===== src/rtl/seq_alu.sv =====
// seq_alu: pipelined ALU with a valid/ready handshake and an iterative unsigned multiply/divide unit
module seq_alu #(
    parameter int WIDTH     = 32,
    parameter bit MULDIV_EN = 1'b1
) (
    input  logic             clk,
    input  logic             reset,
    input  logic             in_valid,
    output logic             in_ready,
    input  logic [WIDTH-1:0] a,
    input  logic [WIDTH-1:0] b,
    input  logic [3:0]       op,
    output logic             out_valid,
    input  logic             out_ready,
    output logic [WIDTH-1:0] z,
    output logic             zero,
    output logic             ovf,
    output logic             dz,
    output logic             err
);
    localparam int SW = $clog2(WIDTH);
    typedef enum logic [1:0] {IDLE, BUSY, DONE} state_t;
    state_t state_q, state_d;
    logic [SW-1:0] cnt_q, cnt_d;
    logic [WIDTH-1:0] a_q, b_q, hi_q, hi_d, lo_q, lo_d, z_q, z_d, bx, sum, alu, dif;
    logic [1:0] op_q;
    logic [SW-1:0] sh;
    logic [WIDTH:0] mul_sum, r_sh;
    logic ov_q, ov_d, ovf_q, ovf_d, dz_q, dz_d, err_q, err_d;
    logic accept, md_op, multi, illegal, sub, slt, ovf_c, no_borrow;
    assign in_ready = !reset && state_q == IDLE && (!ov_q || out_ready);
    assign accept   = in_valid && in_ready;
    assign md_op    = op[3] && !op[2];
    assign multi    = MULDIV_EN && md_op;
    assign illegal  = op[3:1] == 3'b111 || (md_op && !MULDIV_EN);
    assign sub      = op == 4'b0110 || op == 4'b0111;
    assign bx       = sub ? ~b : b;
    assign sum      = a + bx + WIDTH'(sub);
    assign sh       = b[SW-1:0];
    // Differing operand signs decide SLT directly, so overflow of a - b cannot corrupt it
    assign slt      = (a[WIDTH-1] != b[WIDTH-1]) ? a[WIDTH-1] : sum[WIDTH-1];
    assign ovf_c    = (op == 4'b0010 || op == 4'b0110) && a[WIDTH-1] == bx[WIDTH-1] && sum[WIDTH-1] != a[WIDTH-1];
    assign mul_sum  = {1'b0, hi_q} + {1'b0, lo_q[0] ? a_q : '0};
    assign r_sh     = {hi_q, lo_q[WIDTH-1]};
    assign no_borrow = r_sh >= {1'b0, b_q};
    assign dif      = r_sh[WIDTH-1:0] - b_q;
    always_comb begin
        alu = '0;
        case (op)
            4'b0000: alu = a & b;
            4'b0001: alu = a | b;
            4'b0010, 4'b0110: alu = sum;
            4'b0111: alu = WIDTH'(slt);
            4'b0011: alu = a ^ b;
            4'b0100: alu = a << sh;
            4'b0101: alu = a >> sh;
            4'b1100: alu = $signed(a) >>> sh;
            4'b1101: alu = WIDTH'(a < b);
            default: alu = '0;
        endcase
    end
    always_comb begin
        state_d = state_q;
        cnt_d   = cnt_q;
        hi_d    = hi_q;
        lo_d    = lo_q;
        z_d     = z_q;
        ovf_d   = ovf_q;
        dz_d    = dz_q;
        err_d   = err_q;
        ov_d    = ov_q && !out_ready;
        case (state_q)
            IDLE: if (accept) begin
                if (multi) begin
                    state_d = BUSY;
                    cnt_d   = '0;
                    hi_d    = '0;
                    lo_d    = op[1] ? a : b;
                end else begin
                    ov_d  = 1'b1;
                    z_d   = alu;
                    ovf_d = ovf_c;
                    dz_d  = 1'b0;
                    err_d = illegal;
                end
            end
            BUSY: begin
                cnt_d   = cnt_q + 1'b1;
                hi_d    = op_q[1] ? (no_borrow ? dif : r_sh[WIDTH-1:0]) : mul_sum[WIDTH:1];
                lo_d    = op_q[1] ? {lo_q[WIDTH-2:0], no_borrow} : {mul_sum[0], lo_q[WIDTH-1:1]};
                state_d = cnt_q == SW'(WIDTH - 1) ? DONE : BUSY;
            end
            DONE: begin
                state_d = IDLE;
                ov_d    = 1'b1;
                z_d     = op_q[0] ? hi_q : lo_q;
                ovf_d   = 1'b0;
                dz_d    = op_q[1] && b_q == '0;
                err_d   = 1'b0;
            end
            default: state_d = IDLE;
        endcase
    end
    always_ff @(posedge clk) begin
        if (reset) begin
            state_q <= IDLE;
            cnt_q   <= '0;
            ov_q    <= 1'b0;
            z_q     <= '0;
            ovf_q   <= 1'b0;
            dz_q    <= 1'b0;
            err_q   <= 1'b0;
        end else begin
            state_q <= state_d;
            cnt_q   <= cnt_d;
            ov_q    <= ov_d;
            z_q     <= z_d;
            ovf_q   <= ovf_d;
            dz_q    <= dz_d;
            err_q   <= err_d;
        end
    end
    always_ff @(posedge clk) begin
        hi_q <= hi_d;
        lo_q <= lo_d;
        if (accept) begin
            a_q  <= a;
            b_q  <= b;
            op_q <= op[1:0];
        end
    end
    assign out_valid = ov_q;
    assign z         = z_q;
    assign zero      = ~|z_q;
    assign ovf       = ovf_q;
    assign dz        = dz_q;
    assign err       = err_q;
endmodule


===== config.mk =====
export PLATFORM = sky130hd
export DESIGN_NAME = seq_alu
export DESIGN_NICKNAME = d
export VERILOG_FILES = /design/src/rtl/seq_alu.sv
export SDC_FILE = /design/constraint.sdc
export NUM_CORES = 1
export LEC_CHECK = 0
export CORE_ASPECT_RATIO = 1.25
export CORE_MARGIN = 2
export CORE_UTILIZATION = 60
export DETAILED_ROUTE_END_ITERATION = 10
export PLACE_DENSITY = 0.83
export SLEW_MARGIN = 20
export SYNTH_ARGS = -nofsm -noshare
export SYNTH_HDL_FRONTEND = slang
export SYNTH_SLANG_ARGS = --single-unit

===== constraint.sdc =====
create_clock -name clk -period 6.5 [get_ports clk]
set_input_delay 1.3 -clock clk [delete_from_list [all_inputs] [get_ports clk]]
set_output_delay 1.3 -clock clk [all_outputs]
set_load 0.02 [all_outputs]

# After elaboration in Yosys (flattened, before gate mapping)
# Cells that the tools add are included.
dict set report word_totals {
  wordCells 108
  inputBits 72
  output_inout_bits 38
  regBits 173
}
dict set report classes {
  addsub 5
  n_mux 37
  eq_ne 19
  bitwise_logic 4
  order_cmp 2
  shifts 3
  reduce_logical 26
}
# cell count
set op_table {}
lappend op_table {{2-to-1 mux 32 bit} 13}
lappend op_table {{case mux 32 bit (9 select lines)} 1}
lappend op_table {{case mux 32 bit (2 select lines)} 3}
lappend op_table {{adder 32 x 32 -> 33 bit} 1}
lappend op_table {{greater-or-equal comparator 33 x 32 -> 1 bit} 1}
lappend op_table {{adder 32 x 1 -> 32 bit} 1}
lappend op_table {{adder 32 bit} 1}
lappend op_table {{bitwise AND 32 bit} 1}
lappend op_table {{logical NOT 32 bit} 1}
lappend op_table {{< comparator 32 bit} 1}
lappend op_table {{NOT 32 bit} 1}
lappend op_table {{OR 32 bit} 1}
lappend op_table {{OR reduction 32 bit} 1}
lappend op_table {{left shift 32 x 5 -> 32 bit} 1}
lappend op_table {{>> shifter 32 x 5 -> 32 bit} 1}
lappend op_table {{>>> shifter 32 x 5 -> 32 bit} 1}
lappend op_table {{subtractor 32 bit} 1}
lappend op_table {{bitwise XOR 32 bit} 1}
lappend op_table {{== test 4 x 3 -> 1 bit (second input constant)} 4}
lappend op_table {{2-to-1 mux 5 bit} 2}
lappend op_table {{case mux 5 bit (2 select lines)} 1}
lappend op_table {{2-to-1 mux 1 bit} 9}
lappend op_table {{== test 4 x 2 -> 1 bit (second input constant)} 2}
lappend op_table {{== test 4 bit (second input constant)} 2}
lappend op_table {{other kinds (21)} 44}

# Longest topological paths before layout
# Gate-level depths: netlist (run 1).
dict set report depth {
  ltp_word 10
  depth_mapped 17
  ltp_nobuf 14
}

# Least setup slack after synthesis (run 1)
# OpenSTA, ideal clock, no wires.
dict set report synth_path {
  path_kind {in2reg}
  from {in reset}
  to {reg cnt_q[3]}
  required_ns 6.374
  arrival_ns 6.094
  cell_stages 10
  path_buffers 1
  setup_ns 0.126
  slack_ns 0.280
  path_cell_list {clkbuf_1 nor4_1 nand2_1 inv_1 a31oi_1 or2_2 inv_1 nand4_1 xor2_1 nor2_1}
}
dict set report synth_via {
  elab_chain_len 6
}
# element line_no
set synth_rtl {}
lappend synth_rtl {{from (decl)} 7} ;# input logic reset,
lappend synth_rtl {{logical NOT 1 bit} 31} ;# assign in_ready = !reset && state_q == IDLE && (!ov_q || out_ready);
lappend synth_rtl {{logical AND 1 bit (2 in a row)} 31}
lappend synth_rtl {{named net in_ready} 9} ;# output logic in_ready,
lappend synth_rtl {{logical AND 1 bit} 32} ;# assign accept = in_valid && in_ready;
lappend synth_rtl {{named net accept} 30} ;# logic accept, md_op, multi, illegal, sub, slt, ovf_c, no_borrow;
lappend synth_rtl {{!= test 2 bit (no source line)} -}
lappend synth_rtl {{AND reduction 3 bit (no source line)} -}
lappend synth_rtl {{to (signal assigned)} 115} ;# cnt_q <= cnt_d;
lappend synth_rtl {{to (decl)} 24} ;# logic [SW-1:0] cnt_q, cnt_d;
# The timed path passes the listed nets, and every way through them passes these cells.
# A chain may end at the register's enable or synchronous reset.

# Worst setup path after layout (run 1)
dict set report layout_path {
  from {in op[3]}
  to {reg z_q[30], in the netlist z[30]}
}
dict set report layout_via {
  elab_chain_len 9
  elab_cells_between_ends 22
  classes_between {add/sub: 2; eq/ne: 10; mux: 5; reduce/logical: 5}
}
# element line_no
set layout_rtl {}
lappend layout_rtl {{from (decl)} 12} ;# input logic [3:0] op,
lappend layout_rtl {{== test 4 x 3 -> 1 bit} {36, 49}}
lappend layout_rtl {{logical OR 1 bit} 36} ;# assign sub = op == 4'b0110 || op == 4'b0111;
lappend layout_rtl {{2-to-1 mux 32 bit} 37} ;# assign bx = sub ? ~b : b;
lappend layout_rtl {{adder 32 bit} 38} ;# assign sum = a + bx + WIDTH'(sub);
lappend layout_rtl {{adder 32 x 1 -> 32 bit} 38}
lappend layout_rtl {{case mux 32 bit (9 select lines)} 49} ;# case (op)
lappend layout_rtl {{2-to-1 mux 32 bit} 74} ;# if (multi) begin
lappend layout_rtl {{2-to-1 mux 32 bit} 73} ;# IDLE: if (accept) begin
lappend layout_rtl {{case mux 32 bit (2 select lines)} 72} ;# case (state_q)
lappend layout_rtl {{to (signal assigned)} 117} ;# z_q <= z_d;
lappend layout_rtl {{to (decl)} 25} ;# logic [WIDTH-1:0] a_q, b_q, hi_q, hi_d, lo_q, lo_d, z_q, z_d, bx, sum, alu, dif;
# Several ways; a longest one is shown, not always the timed one. The select of a mux whose other input is x is not followed.

==> flow_summary.ini, run 1 <==
[layout]
drive_above_1_share_pct = 8.112
nNetsFinal = 2586
n_fill_cell = 2639
synthToLayoutAreaGrowth_pct = 10.28
final_cell_count_no_fill = 2743
utilization_pct = 67.24

[clock_network]
clk_pin_slew_worst_paths_ns = 0.07
cts-hold-fix-buffers = 0
postCtsSetupRepairBufs = 0
clock_root_buffer = sky130_fd_sc_hd__clkbuf_16
clock_insertion_delay_worst_skew_ns = 0.46
cts-buffers-inserted = 17
htree_levels = 4
cts_tree = done
clock_sink_count = 173
clock_path_buffers = 2
ctsResizeCount = 0

[worst_setup_path]
crit_required_ns = 6.85
crit_path_end = z[30]
reg2reg_to = hi_q[3]
path_class = in -> reg
worstRegToRegCells = 12
r2r-start = hi_q[17]
start_kind = primary input
worstPathMaxFanout = 13
crit_startpoint = op[3]
setup.worst_path.end_class = flop
rrSetupSlack_ns = 1.70
arrival_ns = 5.75

[detailed_routing]
drt_first_iter_violations = 2054
finalWirelength_mm = 72.31
detail_route.first_pass.iterations = 7
post-route-drc-count = 0
route.antenna.remaining_nets = 0
routed_via_density = 6.903
num_vias = 18940
wl_per_cell_um = 26.36

[power]
p_leak_uw = 0.008933
power_per_cell_area_mw_per_mm2 = 173.5
vdd.ir_drop.worst_v = 0.0002056

[timing]
slew_headroom_pct = 23.01
layout_setup_ws_ns = 1.101
final.setup.tns_ns = 0
final-setup-viol-count = 0
timing_worst_slew_pin_value_ns = 1.144
unrepaired_setup_endpoints_after_global_routing = no
fin_max_slew_vios = 0
hold_viol = 0
timing.final.crit_period_ns = 5.399
timing.clock.skew_ns = 0.01491
hold_ws_ns = 0.5165
post-route-period-util_pct = 83.06
fmax_mhz = 185.2

[logic_synthesis]
synthesis.instances = 2278
synth.lib_cells_used.distinct = 88
avgSynthCellArea_um2 = 8.507
ys.flop_type = sky130_fd_sc_hd__edfxtp_1
synth.ff_latch_count = 173
synth_sequential_area_ratio_pct = 24.59
synth_edf_count = 130
syn-num-nets = 2547
synthArstFlopShare_pct = 0
synthesis.area_mm2 = 0.01938
yosysWarnings = 0

[floorplan]
die_height_um = 204.9
ios = 110
starting_density_of_the_core_pct = 60.97
row_count = 73
floorplan.die_area_mm2 = 0.03376
fp.coreArea_mm2 = 0.03179
die_width_um = 164.7

[global_routing]
grt_antenna_before_repair = 1
grt_remaining_overflow = 0
vias_in_the_first_global_route = 17910
grt_first_pass_wirelength_mm = 107.1
largest_net_degree_at_the_start_of_global_routing = 76
global_route.usage.total_pct = 42.69

[job]
timing.max_cap.violations = 0

[place]
dp.final_hpwl_mm = 55.88
routabilityCongestion = 1.045
io_buffer_count = 109
worst_setup_slack_before_clock_tree_synthesis_ns = 0.7035
place_inst = 2710

[min_path]
min-delay-path-class = reg -> reg

[outcome]
outcome = completed
[critical path: stages]
cell and delay, ns:
sky130_fd_sc_hd__clkdlybuf4s50_1 0.42, sky130_fd_sc_hd__buf_4 0.19, sky130_fd_sc_hd__nand3b_1 0.48, sky130_fd_sc_hd__xnor2_1 0.37, sky130_fd_sc_hd__inv_1 0.11, sky130_fd_sc_hd__fa_1 0.45
sky130_fd_sc_hd__nor2b_1 0.13, sky130_fd_sc_hd__o21ai_0 0.11, sky130_fd_sc_hd__a21oi_1 0.24, sky130_fd_sc_hd__o21a_1 0.28, sky130_fd_sc_hd__a211oi_2 0.10, sky130_fd_sc_hd__buf_4 0.16
sky130_fd_sc_hd__or4_1 0.56, sky130_fd_sc_hd__a21boi_2 0.22, sky130_fd_sc_hd__o311ai_2 0.13, sky130_fd_sc_hd__mux2i_1 0.13, sky130_fd_sc_hd__or3_1 0.36
[cells by family (layout without fill, tap and decap cells)]
kind of cell / count (synthesis) / after routing / share of synthesized area (%)
compound gates: 713 / 713 / 24.73
simple gates: 643 / 643 / 15.27
buf+inv: 268 / 320 / 5.578
fa+ha+maj: 197 / 197 / 12.83
mux: 174 / 174 / 12.03
flops: 173 / 173 / 24.59
xor+xnor: 110 / 110 / 4.971
other cells: 0 / 1 / 0
[area by class of cell]
| cell class | instances | area (um^2) | area share (%) |
|---|---|---|---|
| clock buffers | 20 | 446.7 | 2.090 |
| repair buffers | 153 | 1419 | 6.639 |
| flip-flops and latches | 173 | 4765 | 22.29 |
| clock inverters | 12 | 161.4 | 0.7552 |
| inverters | 135 | 506.7 | 2.371 |
| diodes | 1 | 2.502 | 0.01171 |
| multi-input cells | 1837 | 13560 | 63.43 |
| well taps | 412 | 515.5 | 2.412 |
[worst min-delay path by stage]
stage / start / endpoint / slack [ns] / cells after the start
2_1_floorplan: cnt_q[3] / cnt_q[3] / 0.47 / 2
3_3_place_gp: err / err / 0.48 / 2
3_5_place_dp: z[29] / z[29] / 0.50 / 2
4_1_cts: z[29] / z[29] / 0.51 / 2
5_1_grt: z[2] / z[2] / 0.56 / 2
6_report: z[29] / z[29] / 0.52 / 2
[flip-flops by register name (all words and copies together) (netlist names)]
| register | count |
|---|---|
| a_q | 32 |
| b_q | 32 |
| cnt_q | 5 |
| dz | 1 |
| err | 1 |
| hi_q | 32 |
| lo_q | 32 |
| op_q | 2 |
| out_valid | 1 |
| ovf | 1 |
| state_q | 2 |
| z | 32 |
[metrics by stage]
| stage | total power, uW | cell area, um^2 |
|---|---|---|
| after detailed placement | 2600 | 20760 |
| final | 3708 | 21370 |
| after floorplan | 2181 | 19380 |
| after global placement | 2576 | 20760 |
| after global routing | 3837 | 21370 |
| after CTS | 3667 | 21370 |
[power by group]
part	leakage (uW)	internal [uW]	switching, uW
logic	0.00708	519	806
registers	0.00156	1250	50.4
clock network	0.000287	618	466
[cell usage after synthesis, types with 14 or more instances]
library cell,number,area share (%)
sky130_fd_sc_hd__nor2_1,254,4.9
sky130_fd_sc_hd__a21oi_1,226,5.8
sky130_fd_sc_hd__ha_1,194,13
sky130_fd_sc_hd__nand2_1,147,2.8
sky130_fd_sc_hd__inv_1,134,2.6
sky130_fd_sc_hd__edfxtp_1,130,20
sky130_fd_sc_hd__o21ai_0,117,3.0
sky130_fd_sc_hd__mux2i_1,107,5.5
sky130_fd_sc_hd__clkbuf_1,86,1.7
sky130_fd_sc_hd__xnor2_1,77,3.5
sky130_fd_sc_hd__a21o_1,46,1.8
sky130_fd_sc_hd__mux4_2,45,5.2
sky130_fd_sc_hd__nor3_1,45,1.2
sky130_fd_sc_hd__and2_1,44,1.4
sky130_fd_sc_hd__dfxtp_1,43,4.4
sky130_fd_sc_hd__a211oi_1,40,1.5
sky130_fd_sc_hd__o211a_1,34,1.8
sky130_fd_sc_hd__xor2_1,33,1.5
sky130_fd_sc_hd__nand3_1,30,0.77
sky130_fd_sc_hd__nor4_1,24,0.77
sky130_fd_sc_hd__a22oi_1,22,0.85
sky130_fd_sc_hd__mux2_2,22,1.3
sky130_fd_sc_hd__o211ai_1,22,0.85
sky130_fd_sc_hd__nand2b_1,21,0.68
sky130_fd_sc_hd__a221oi_1,20,0.90
sky130_fd_sc_hd__buf_1,20,0.39
sky130_fd_sc_hd__o22ai_1,20,0.65
sky130_fd_sc_hd__o21a_1,19,0.74
sky130_fd_sc_hd__a31oi_1,17,0.55
sky130_fd_sc_hd__buf_2,17,0.44
sky130_fd_sc_hd__nor2b_1,16,0.52
sky130_fd_sc_hd__nand4_1,15,0.48
sky130_fd_sc_hd__and3_1,14,0.45
sky130_fd_sc_hd__o21bai_1,14,0.54
[placed cells by master (no fill, tap or decap), types with 43 or more instances in the layout]
cell type                         count
sky130_fd_sc_hd__dfxtp_1             43
sky130_fd_sc_hd__nand2_1            147
sky130_fd_sc_hd__nor2_1             254
sky130_fd_sc_hd__ha_1               194
sky130_fd_sc_hd__a21o_1              46
sky130_fd_sc_hd__buf_4               43
sky130_fd_sc_hd__edfxtp_1           130
sky130_fd_sc_hd__o21ai_0            117
sky130_fd_sc_hd__clkdlybuf4s50_1    103
sky130_fd_sc_hd__nor3_1              44
sky130_fd_sc_hd__inv_1              131
sky130_fd_sc_hd__mux4_2              45
sky130_fd_sc_hd__and2_1              44
sky130_fd_sc_hd__a21oi_1            225
sky130_fd_sc_hd__mux2i_1            107
sky130_fd_sc_hd__xnor2_1             77
[routing by layer]
| layer | GRT usage (%) | vias to the layer above | part of all wire (%) |
|---|---|---|---|
| met5 | 0 | - | 0 |
| li1 | - | 8540 | - |
| met1 | 51.48 | 8988 | 37 |
| met2 | 69.58 | 1124 | 46 |
| met4 | 31.21 | 0 | 8.8 |
| met3 | 5.629 | 284 | 8.2 |
Note: power is estimated with default switching activity, not from simulation.
==> run 2, diff against run 1 <==
==> constraint.sdc (replaced) <==
create_clock -name clk -period 5 [get_ports clk]
set_input_delay 1 -clock clk [delete_from_list [all_inputs] [get_ports clk]]
set_output_delay 1 -clock clk [all_outputs]
set_load 0.02 [all_outputs]
==> flow_summary.ini, run 2 (synthesized netlist as in run 1, its figures left out) <==
[outcome]
outcome = completed

[worst_setup_path]
path_class = in -> reg
crit_startpoint = op[3]
rrSetupSlack_ns = 0.73
cp_cell_sequence = clkdlybuf4s50_1 > nand3b_1 > buf_12 > buf_12 > xnor2_1 > ha_1 > a2111oi_0 > inv_1 > a31oi_1 > nor3_1 > nor2_1 > o21ai_1 > a221oi_2 > xnor2_1 > a2111oi_0 > nor3_1
arrival_ns = 4.82
crit_path_end = z[23]
reg2reg_to = hi_q[8]
critPathMaxStageDelay_ns = 0.44
r2r-start = hi_q[17]
crit_required_ns = 5.32
setup.worst_path.end_class = flop
worst_path_max_delay_cell = sky130_fd_sc_hd__a2111oi_0
start_kind = primary input
worstPathMaxFanout = 16
worstRegToRegCells = 13

[clock_network]
htree_levels = 4
postCtsSetupRepairBufs = 0
clock_insertion_delay_worst_skew_ns = 0.45
cts-buffers-inserted = 17
clk_pin_slew_worst_paths_ns = 0.07
clock_root_buffer = sky130_fd_sc_hd__clkbuf_16
cts-hold-fix-buffers = 0
clock_sink_count = 173
clock_path_buffers = 2
ctsResizeCount = 0
cts_tree = done

[timing]
timing_worst_slew_pin_value_ns = 0.9884
final.setup.tns_ns = 0
fmax_mhz = 222.2
hold_viol = 0
timing.clock.skew_ns = 0.01156
timing.final.crit_period_ns = 4.500
fin_max_slew_vios = 0
post-route-period-util_pct = 90.00
slew_headroom_pct = 33.81
hold_ws_ns = 0.5066
unrepaired_setup_endpoints_after_global_routing = no
final-setup-viol-count = 0

[layout]
fin_area_mm2 = 0.02179
utilization_pct = 68.57
synthToLayoutAreaGrowth_pct = 12.46
drive_above_1_share_pct = 10.04
nNetsFinal = 2636
final_cell_count_no_fill = 2793
multi_input_area_mm2 = 0.01356
seq_area_mm2 = 0.004765
layout_common_cells = sky130_fd_sc_hd__nor2_1 (254), sky130_fd_sc_hd__a21oi_1 (225), sky130_fd_sc_hd__ha_1 (194)
most_frequent_standard_cell_in_the_layout_excluding_fill_and_tap_cells = sky130_fd_sc_hd__nor2_1
n_fill_cell = 2580

[detailed_routing]
route.antenna.remaining_nets = 0
drt_first_iter_violations = 2211
post-route-drc-count = 0
m1WireLength_mm = 27.10
finalWirelength_mm = 73.84
num_vias = 19190
met2_wirelength_mm = 34.27
met3_length_mm = 6.691
detail_route.first_pass.iterations = 8
wl_per_cell_um = 26.44
routed_via_density = 6.870
topRoutingLayerUsed = met5

[global_routing]
largest_net_degree_at_the_start_of_global_routing = 76
grt_first_pass_wirelength_mm = 109.5
vias_in_the_first_global_route = 18380
grt_remaining_overflow = 0
global_route.usage.total_pct = 43.50
grt_antenna_before_repair = 3

[floorplan]
ios = 110
die_width_um = 164.7
row_count = 73
fp.coreArea_mm2 = 0.03179
starting_density_of_the_core_pct = 60.97
die_height_um = 204.9
floorplan.die_area_mm2 = 0.03376

[place]
dp.final_hpwl_mm = 57.38
placed_cell_area_mm2 = 0.02120
place_inst = 2760
routabilityCongestion = 1.070
io_buffer_count = 109

[job]
timing.max_cap.violations = 0

[power]
p_leak_uw = 0.009168
vdd.ir_drop.worst_v = 0.0001942
power_per_cell_area_mw_per_mm2 = 222.2

[min_path]
min-delay-path-class = reg -> reg
==> run 2: cell count changes in the layout (fill, tap and decap cells not counted), sizes merged <==
cell | previous run | this run
buf | 50 | 100
clkinvlp | 3 | 7
clkbuf | 20 | 17
inv | 136 | 134
clkinv | 5 | 6
==> run 2: power by group <==
group | leakage [uW] | internal, uW | switching, uW
Clock | 0.000277 | 782 | 586
Combinational | 0.00733 | 710 | 1080
Sequential | 0.00156 | 1620 | 66.3
==> run 2: critical path, delay by kind of cell <==
kind | cells | cell delay [ns]
buf+inv | 4 | 0.83
simple gates | 4 | 0.71
fa+ha+maj | 1 | 0.33
xor+xnor | 2 | 0.23
compound gates | 5 | 1.68
==> run 2: how the worst min path moves through the flow <==
stage                to      from  cells past startpoint
4_1_cts             ovf       ovf                      2
2_1_floorplan  cnt_q[3]  cnt_q[3]                      2
5_1_grt            z[9]      z[9]                      2
3_5_place_dp        ovf       ovf                      2
3_3_place_gp        err       err                      2
6_report            err       err                      2
==> run 2: layout make-up <==
cell class | instances | area share (%)
inverter | 135 | 2.359
tap | 412 | 2.365
clock inverter | 15 | 0.7865
sequential | 173 | 21.86
clock buffer | 17 | 1.952
timing repair buffer | 203 | 8.462
antenna | 1 | 0.01148
multi-input combinational | 1837 | 62.20
==> run 2: per-stage QoR <==
step | setup slack, ns | power (uW)
after floorplan | 0.3300 | 2835
after global placement | 0.1302 | 3410
after detailed placement | 0.1042 | 3439
after CTS | 0.5630 | 4787
after global routing | 0.3320 | 5019
final | 0.5002 | 4842
==> run 2: per-layer routing <==
metal	up-vias	GRT usage, %
li1	8623	-
met3	280	6.074
met4	4	29.41
met2	1141	70.68
met1	9141	53.44
met5	-	0
